### config.mk
export PLATFORM = sky130hd
export DESIGN_NAME = fifo_sync
export DESIGN_NICKNAME = d
export VERILOG_FILES = /design/src/rtl/fifo_sync_pkg.sv /design/src/rtl/fifo_mem.sv /design/src/rtl/fifo_sync.sv
export SDC_FILE = /design/constraint.sdc
export NUM_CORES = 1
export LEC_CHECK = 0
export CAP_MARGIN = 20
export CELL_PAD_IN_SITES_DETAIL_PLACEMENT = 1
export CELL_PAD_IN_SITES_GLOBAL_PLACEMENT = 1
export CORE_MARGIN = 5
export CORE_UTILIZATION = 25
export DETAILED_ROUTE_END_ITERATION = 8
export DONT_BUFFER_PORTS = 1
export HOLD_SLACK_MARGIN = 0.02
export MAX_ROUTING_LAYER = met4
export PLACE_DENSITY_LB_ADDON = 0.1
export SETUP_SLACK_MARGIN = 0.15
export SKIP_LAST_GASP = 1
export SYNTH_ARGS = -nofsm -noshare
export SYNTH_HDL_FRONTEND = slang
export SYNTH_SLANG_ARGS = --single-unit
### constraint.sdc
create_clock -name clk -period 2.65 [get_ports clk]
set_clock_uncertainty 0.05 [all_clocks]
set_input_delay 0.265 -clock clk [delete_from_list [all_inputs] [get_ports clk]]
set_output_delay 0.265 -clock clk [all_outputs]
set_load 0.01 [all_outputs]
### src/rtl/fifo_sync_pkg.sv
// Shared FIFO constants and the push/pop operation encoding.
// Included by fifo_mem and fifo_sync; the optional error port is gated by FIFO_ERROR_EN.
package fifo_sync_pkg;

   localparam int unsigned FIFO_DATA_W    = 10;
   localparam int unsigned FIFO_DEPTH     = 8;
   localparam int unsigned FIFO_ADDR_W    = 3;
   localparam int unsigned FIFO_AF_MARGIN = 2;
   localparam int unsigned FIFO_AE_MARGIN = 1;
   // Number of FIFOs on each side of the round-robin arbiter.
   localparam int unsigned FIFO_NUM_PORTS = 4;

   // Bit 1 = accepted push, bit 0 = accepted pop.
   typedef enum logic [1:0] {
      OpNone = 2'b00,
      OpPop  = 2'b01,
      OpPush = 2'b10,
      OpBoth = 2'b11
   } fifo_op_e;

endpackage

### src/rtl/fifo_mem.sv
// DEPTH x DATA_W register array: one synchronous write port, one asynchronous read port.
// Contents are deliberately not reset.
module fifo_mem
   import fifo_sync_pkg::*;
#(
   parameter int unsigned DATA_W = FIFO_DATA_W,
   parameter int unsigned DEPTH  = FIFO_DEPTH,
   parameter int unsigned ADDR_W = FIFO_ADDR_W
) (
   input  logic              i_clk,
   input  logic              i_wr_en,
   input  logic [ADDR_W-1:0] i_wr_addr,
   input  logic [DATA_W-1:0] i_wr_data,
   input  logic [ADDR_W-1:0] i_rd_addr,
   output logic [DATA_W-1:0] o_rd_data
);

   logic [DATA_W-1:0] r_mem [DEPTH];

   always_ff @(posedge i_clk) begin
      if (i_wr_en) begin
         r_mem[i_wr_addr] <= i_wr_data;
      end
   end

   assign o_rd_data = r_mem[i_rd_addr];

endmodule

### src/rtl/fifo_sync.sv
// Synchronous FIFO with occupancy count and almost_full/almost_empty flags.
// Define FIFO_ERROR_EN to add the sticky overflow/underflow error port.
module fifo_sync
   import fifo_sync_pkg::*;
#(
   parameter int unsigned DATA_W    = FIFO_DATA_W,
   parameter int unsigned DEPTH     = FIFO_DEPTH,
   parameter int unsigned ADDR_W    = FIFO_ADDR_W,
   parameter int unsigned AF_MARGIN = FIFO_AF_MARGIN,
   parameter int unsigned AE_MARGIN = FIFO_AE_MARGIN
) (
   input  logic              clk,
   input  logic              reset,
   input  logic              push,
   input  logic              pop,
   input  logic [DATA_W-1:0] data_in,
   output logic [DATA_W-1:0] data_out,
   output logic              empty,
   output logic              full,
   output logic              almost_full,
   output logic              almost_empty,
   output logic [ADDR_W:0]   count
`ifdef FIFO_ERROR_EN
   ,
   output logic              error
`endif
);

   localparam logic [ADDR_W:0] LP_FULL = (ADDR_W+1)'(DEPTH);
   localparam logic [ADDR_W:0] LP_AF   = (ADDR_W+1)'(DEPTH - AF_MARGIN);
   localparam logic [ADDR_W:0] LP_AE   = (ADDR_W+1)'(AE_MARGIN);

   logic [ADDR_W-1:0] r_wr_ptr;
   logic [ADDR_W-1:0] r_rd_ptr;
   logic [ADDR_W:0]   r_count;
   logic [DATA_W-1:0] r_data_out;

   logic              w_empty;
   logic              w_full;
   logic              w_push_ok;
   logic              w_pop_ok;
   fifo_op_e          w_op;
   logic [ADDR_W:0]   w_count_nxt;
   logic [DATA_W-1:0] w_rd_data;

   assign w_empty = (r_count == '0);
   assign w_full  = (r_count == LP_FULL);

   // A pop frees the head slot, so a push into a full FIFO is accepted alongside it.
   assign w_push_ok = push & (~w_full | pop);
   assign w_pop_ok  = pop & ~w_empty;

   always_comb begin
      w_op        = fifo_op_e'({w_push_ok, w_pop_ok});
      w_count_nxt = r_count;
      unique case (w_op)
         OpPush:  w_count_nxt = r_count + (ADDR_W+1)'(1);
         OpPop:   w_count_nxt = r_count - (ADDR_W+1)'(1);
         default: w_count_nxt = r_count;
      endcase
   end

   // Read is asynchronous, so a full push&pop sees the old head before the write lands.
   fifo_mem #(
      .DATA_W (DATA_W),
      .DEPTH  (DEPTH),
      .ADDR_W (ADDR_W)
   ) u_mem (
      .i_clk     (clk),
      .i_wr_en   (w_push_ok),
      .i_wr_addr (r_wr_ptr),
      .i_wr_data (data_in),
      .i_rd_addr (r_rd_ptr),
      .o_rd_data (w_rd_data)
   );

   always_ff @(posedge clk or posedge reset) begin
      if (reset) begin
         r_wr_ptr   <= '0;
         r_rd_ptr   <= '0;
         r_count    <= '0;
         r_data_out <= '0;
      end else begin
         if (w_push_ok) begin
            r_wr_ptr <= r_wr_ptr + ADDR_W'(1);
         end
         if (w_pop_ok) begin
            r_rd_ptr   <= r_rd_ptr + ADDR_W'(1);
            r_data_out <= w_rd_data;
         end
         r_count <= w_count_nxt;
      end
   end

`ifdef FIFO_ERROR_EN
   logic w_overflow;
   logic w_underflow;
   logic r_error;

   assign w_overflow  = push & w_full & ~pop;
   assign w_underflow = pop & w_empty;

   always_ff @(posedge clk or posedge reset) begin
      if (reset) begin
         r_error <= 1'b0;
      end else if (w_overflow | w_underflow) begin
         r_error <= 1'b1;
      end
   end

   assign error = r_error;
`endif

   assign data_out     = r_data_out;
   assign count        = r_count;
   assign empty        = w_empty;
   assign full         = w_full;
   assign almost_full  = (r_count >= LP_AF);
   assign almost_empty = (r_count <= LP_AE);

endmodule

# Yosys cells after proc, flatten, opt, wreduce, memory -nomap -nowiden
# Memories as Yosys holds them, arrays and structs flattened. A register that Yosys moved wholly into a read port is not among the register bits.
# Index checks and enable logic that the tools add are counted.
[op_classes]
addsub = 4
multipliers = 0
n_div = 0
magnitude_cmp = 2
eq_ne = 3
n_shift = 0
mux = 3
n_bitwise = 5
n_reduce_logical = 2
[ops]
columns = ["operator", "count"]
rows = [
  ["$pmux W4 S2", 1],
  ["$add A3 B1 Y3 const B", 2],
  ["$add A4 B1 Y4 const B", 1],
  ["$eq A4 B4 Y1 const B", 1],
  ["$ge A4 B3 Y1 const B", 1],
  ["$le A4 B1 Y1 const B", 1],
  ["$logic_not A4 Y1", 1],
  ["$sub A4 B1 Y4 const B", 1],
  ["$and A1 B1 Y1", 2],
  ["$eq A2 B1 Y1 const B", 1],
  ["$eq A2 B2 Y1 const B", 1],
  ["$mux W1", 2],
  ["$not A1 Y1", 2],
  ["$reduce_bool A2 Y1", 1],
  ["$or A1 B1 Y1", 1],
]
[totals]
register_bits = 10
latchBits = 0
ramBits = 80
rom_bits = 0
input_bits = 14
memories = 1
[mem_list]
columns = ["memory", "words", "word_bits", "rd", "rd_clocked_by_memory_dff", "wr", "line_no", "source"]
rows = [
  ["u_mem.r_mem", 8, 10, 1, 1, 1, "fifo_mem.sv:18", "logic [DATA_W-1:0] r_mem [DEPTH];"],
]

# Depth between registers and ports, before layout
[depth]
ltp_word = 6
ltp_mapped = 10
ltp_nobuf = 9

# Cells and area by module
# A second synthesis with hierarchy kept.
[unflattened]
hier_cells = 202
area_unflattened_um2 = 4098.9
[by_module_without_submodules]
columns = ["module", "n_inst", "cells_per_inst", "area_per_inst_um2"]
rows = [
  ["fifo_mem", 1, 128, 3133.0],
  ["fifo_sync", 1, 74, 965.9],
]

# Worst setup path before layout
# No wires, ideal clock.
[synth_path]
kind = "register to register"
from = "register r_count[0] (netlist: count[0])"
to = "register r_count[3] (netlist: count[3])"
arrival_time_ps = 2319
path_slack_ps = 202
path_stages_with_launch = 11
path_buffers = 1
period_less_slack_ps = 2448
path_cell_list = "dfrtp_1 -> inv_1 -> ha_1 -> nor3b_2 -> nand2b_1 -> buf_2 -> inv_1 -> ha_1 -> or4b_4 -> a21oi_2 -> xor2_1"
[synth_between]
elab_cells_between_ends = 13
[synth_rtl]
columns = ["element", "line_no", "source"]
rows = [
  ["start, declared", "fifo_sync.sv:35", "logic [ADDR_W:0] r_count;"],
  ["start signal, assigned", "fifo_sync.sv:91", "r_count <= w_count_nxt;"],
  ["$logic_not A4 Y1 (*)", "fifo_sync.sv:46", "assign w_empty = (r_count == '0);"],
  ["$not A1 Y1 (*)", "fifo_sync.sv:51", "assign w_pop_ok = pop & ~w_empty;"],
  ["$and A1 B1 Y1 (*)", "fifo_sync.sv:51", ""],
  ["via w_pop_ok", "fifo_sync.sv:41", "logic w_pop_ok;"],
  ["$eq A2 B1 Y1 / $eq A2 B2 Y1 (equally long branches)", "fifo_sync.sv:56", "unique case (w_op)"],
  ["$pmux W4 S2 / $reduce_bool A2 Y1 (equally long branches)", "n/a", ""],
]
# Mark *: on every way through the listed nets, which the timed path passes. The rest lies on a longest branch.
# A chain may end at the register's enable or synchronous reset.

# Worst setup path in the final report
[layout_path]
from = "register r_count[0] (netlist: count[0])"
to = "register r_count[3] (netlist: count[3])"
[layout_between]
elab_chain_len = 6
elab_cells_between_ends = 13
[layout_rtl]
columns = ["element", "line_no", "source"]
rows = [
  ["$eq A4 B4 Y1", "fifo_sync.sv:47", "assign w_full = (r_count == LP_FULL);"],
  ["$not A1 Y1", "fifo_sync.sv:50", "assign w_push_ok = push & (~w_full | pop);"],
  ["$or A1 B1 Y1", "fifo_sync.sv:50", ""],
  ["$and A1 B1 Y1", "fifo_sync.sv:50", ""],
  ["$eq A2 B1 Y1 / $eq A2 B2 Y1 (equally long branches)", "fifo_sync.sv:56", ""],
  ["$pmux W4 S2 / $reduce_bool A2 Y1 (equally long branches)", "n/a", ""],
]
# Several ways; a longest one is shown, not always the timed one.

==> results.json <==
{
  "synth_nets": 270,
  "via_per_inst": 4.274,
  "tns_ns": 0,
  "worst_hold_startpoint": "push",
  "grt_max_degree": 36,
  "worstPathMaxFanout": 4,
  "hold_class": "input port to register",
  "yosysWarnings": 0,
  "core_area_mm2": 0.01594,
  "slew_viol_final": 0,
  "antenna_found_initial": 0,
  "ys_seq_area_share_pct": 70.95,
  "synth_cell_type_count": 30,
  "finalWeightedCongestion": 0.6817,
  "dr.pass1.iters": 4,
  "layout_commonest_cell": "edfxtp_1",
  "dr.first_iter.drc_count": 43,
  "synth_area_mm2": 0.004091,
  "status": "finished, final reports clean",
  "ioPinCount": 32,
  "rr_worst_depth": 8,
  "wl_per_cell_um": 19.43,
  "max_freq_mhz": 444.6,
  "p_leak_nw": 1.736,
  "reg2reg_from": "count[0]",
  "htreeDepth": 3,
  "num_rows": 46,
  "antennaDiodeCount": 0,
  "rsz0062_at_grt": "no",
  "clk_latency_ns": 0.35,
  "grt_remaining_overflow": 0,
  "period_minus_slack_ns": 2.249,
  "final_layout_size_suffix_gt1_share_pct": 21.83,
  "finalSetupViolations": 0,
  "r2r_end": "count[3]",
  "nNetsFinal": 301,
  "cp_num_buf_inv": 1,
  "clockBufferDepth": 2,
  "routed_wirelength_um": 9713,
  "numCtsBuffers": 9,
  "drc": 0,
  "area_growth_syn_to_layout_pct": 19.82,
  "cts_tree": "done",
  "hold_viol_final": 0,
  "grt_pass1_vias": 2349,
  "worstSetupEndpointType": "register",
  "critPathMostFrequentCell": "ha_1",
  "clock-root-buffer": "clkbuf_16",
  "cts.clk_slew.worst_paths_ns": 0.07,
  "cts_resized": 0,
  "synthCells": 248,
  "cts_sinks": 100,
  "die_h_um": 137.9,
  "holdWs_ns": 0.04582,
  "path_delay_family": "simple AND/OR/NAND/NOR gates",
  "power_density_mw_per_mm2": 1075,
  "port_buffers": 0,
  "syn_area_per_cell_um2": 16.50,
  "worst-r2r-setup-slack_ns": 0.40,
  "hold_end": "r_wr_ptr[2]",
  "synth_seq_cells": 100,
  "dieArea_mm2": 0.01902,
  "startpoint_type": "register",
  "ir_drop_v": 0.0003595,
  "start_util_pct": 25.66,
  "finalCritPeriodShare_pct": 84.87,
  "cap_violations": 0,
  "grt_pass1_wl_um": 14560,
  "ant_nets": 0,
  "slew_headroom_pct": 57.27,
  "tightest_slew_ns": 0.6410,
  "cp.required_ns": 2.88,
  "slowest_delay_ns": 0.48,
  "path_class": "register to register",
  "grt_usage_pct": 11.32,
  "worstPathCellList": "inv_1 -> ha_1 -> nand4bb_1 -> nand2_1 -> ha_1 -> or4b_4 -> a21oi_2 -> xor2_1",
  "critPathArrivalTime_ns": 2.47,
  "hold_path_depth": 2,
  "hpwl_um": 6016,
  "vias": 2137,
  "die_x_um": 137.9,
  "crit_slowest_cell": "or4b_4",
  "final_cell_mix": "80 x edfxtp_1, 22 x mux2_2, 21 x mux2i_1"
}
power by group:
part	internal (W)	leakage, nW	switching [W]	total (W)
logic	0.000718	0.629	0.000902	0.00162
registers	0.00205	0.963	0.000259	0.00231
clock network	0.000745	0.144	0.000598	0.00134
total	0.00351	1.74	0.00176	0.00527
registers in the layout, indices dropped and copies added, names as in the netlist:
name and count:
data_out 10, count 4, u_mem.r_mem 80, r_rd_ptr 3, r_wr_ptr 3
routing by layer:
layer	vias up	share of wire, %	wire length (um)	global-route usage (%)
li1	1016	-	-	-
met1	1078	42	4093	12.75
met2	34	51	4978	19.28
met3	9	5.4	527	3.846
met4	0	1.2	114	3.128
met5	-	0	0	-
layout make-up:
type                       instances  area (um2)
sequential                       100        2904
inverter                           5       18.77
multi-input combinational        133        1114
clock inverter                     7       82.58
clock buffer                       9       225.2
fill                            1687       11040
tap                              216       270.3
timing repair buffer              30       287.8
synth_stat cells, drive strengths merged:
cell type | count | share of area (%)
nor2 | 9 | 0.83
nor3b | 1 | 0.31
clkbuf | 2 | 0.18
and3b | 1 | 0.21
nand4bb | 1 | 0.28
mux2i | 21 | 5.1
edfxtp | 80 | 59
inv | 5 | 0.46
dfrtp | 20 | 12
a21oi | 1 | 0.21
nand2 | 4 | 0.37
mux2 | 22 | 6.1
nor2b | 1 | 0.15
nand4b | 1 | 0.21
xnor2 | 6 | 1.3
ha | 8 | 2.4
nor3 | 3 | 0.37
buf | 8 | 1.4
o22ai | 10 | 1.5
nand3 | 2 | 0.24
a22o | 10 | 2.1
xor2 | 2 | 0.43
or4b | 1 | 0.34
o31ai | 10 | 1.8
nand3b | 2 | 0.37
o21ai | 12 | 1.5
nand2b | 5 | 0.76
how the worst max path moves through the flow:
| stage | start | end | slack [ns] | cells after the start |
|---|---|---|---|---|
| final | count[0] | count[3] | 0.40 | 8 |
| after global routing | count[0] | count[3] | 0.18 | 8 |
| after CTS | count[0] | count[3] | 0.37 | 8 |
| after detailed placement | count[0] | count[3] | 0.40 | 8 |
| after global placement | count[0] | count[3] | 0.46 | 8 |
| after floorplan | count[0] | count[3] | 0.20 | 10 |
through the flow:
step | total power [W] | cells | utilization [%] | worst slack (ns) | cell area (um2)
3_5_place_dp | 0.004004 | 471 | 27.89 | 0.3993 | 4447
5_1_grt | 0.005616 | 500 | 30.75 | 0.1810 | 4902
3_3_place_gp | 0.003987 | 471 | 27.89 | 0.4602 | 4447
2_1_floorplan | 0.003424 | 248 | - | 0.2015 | 4091
6_report | 0.005272 | 500 | 30.75 | 0.4010 | 4902
4_1_cts | 0.005407 | 498 | 30.51 | 0.3726 | 4865
what timing repair did:
| item | CTS | global route |
|---|---|---|
| hold buffers | 11 | 1 |
| setup buffers | 0 | 0 |
| endpoints found under the hold margin | 81 | 6 |
logic make-up after synthesis:
kind of cell             synth area share (%)
multiplexers                            11.19
flip-flops                              70.95
XOR/XNOR                                1.713
AND/OR/NAND/NOR                         4.434
buffers and inverters                   2.079
AO/OA/AOI/OAI                           7.186
adder cells (fa/ha/maj)                 2.447
No activity file was read; power rests on OpenSTA's default activity.
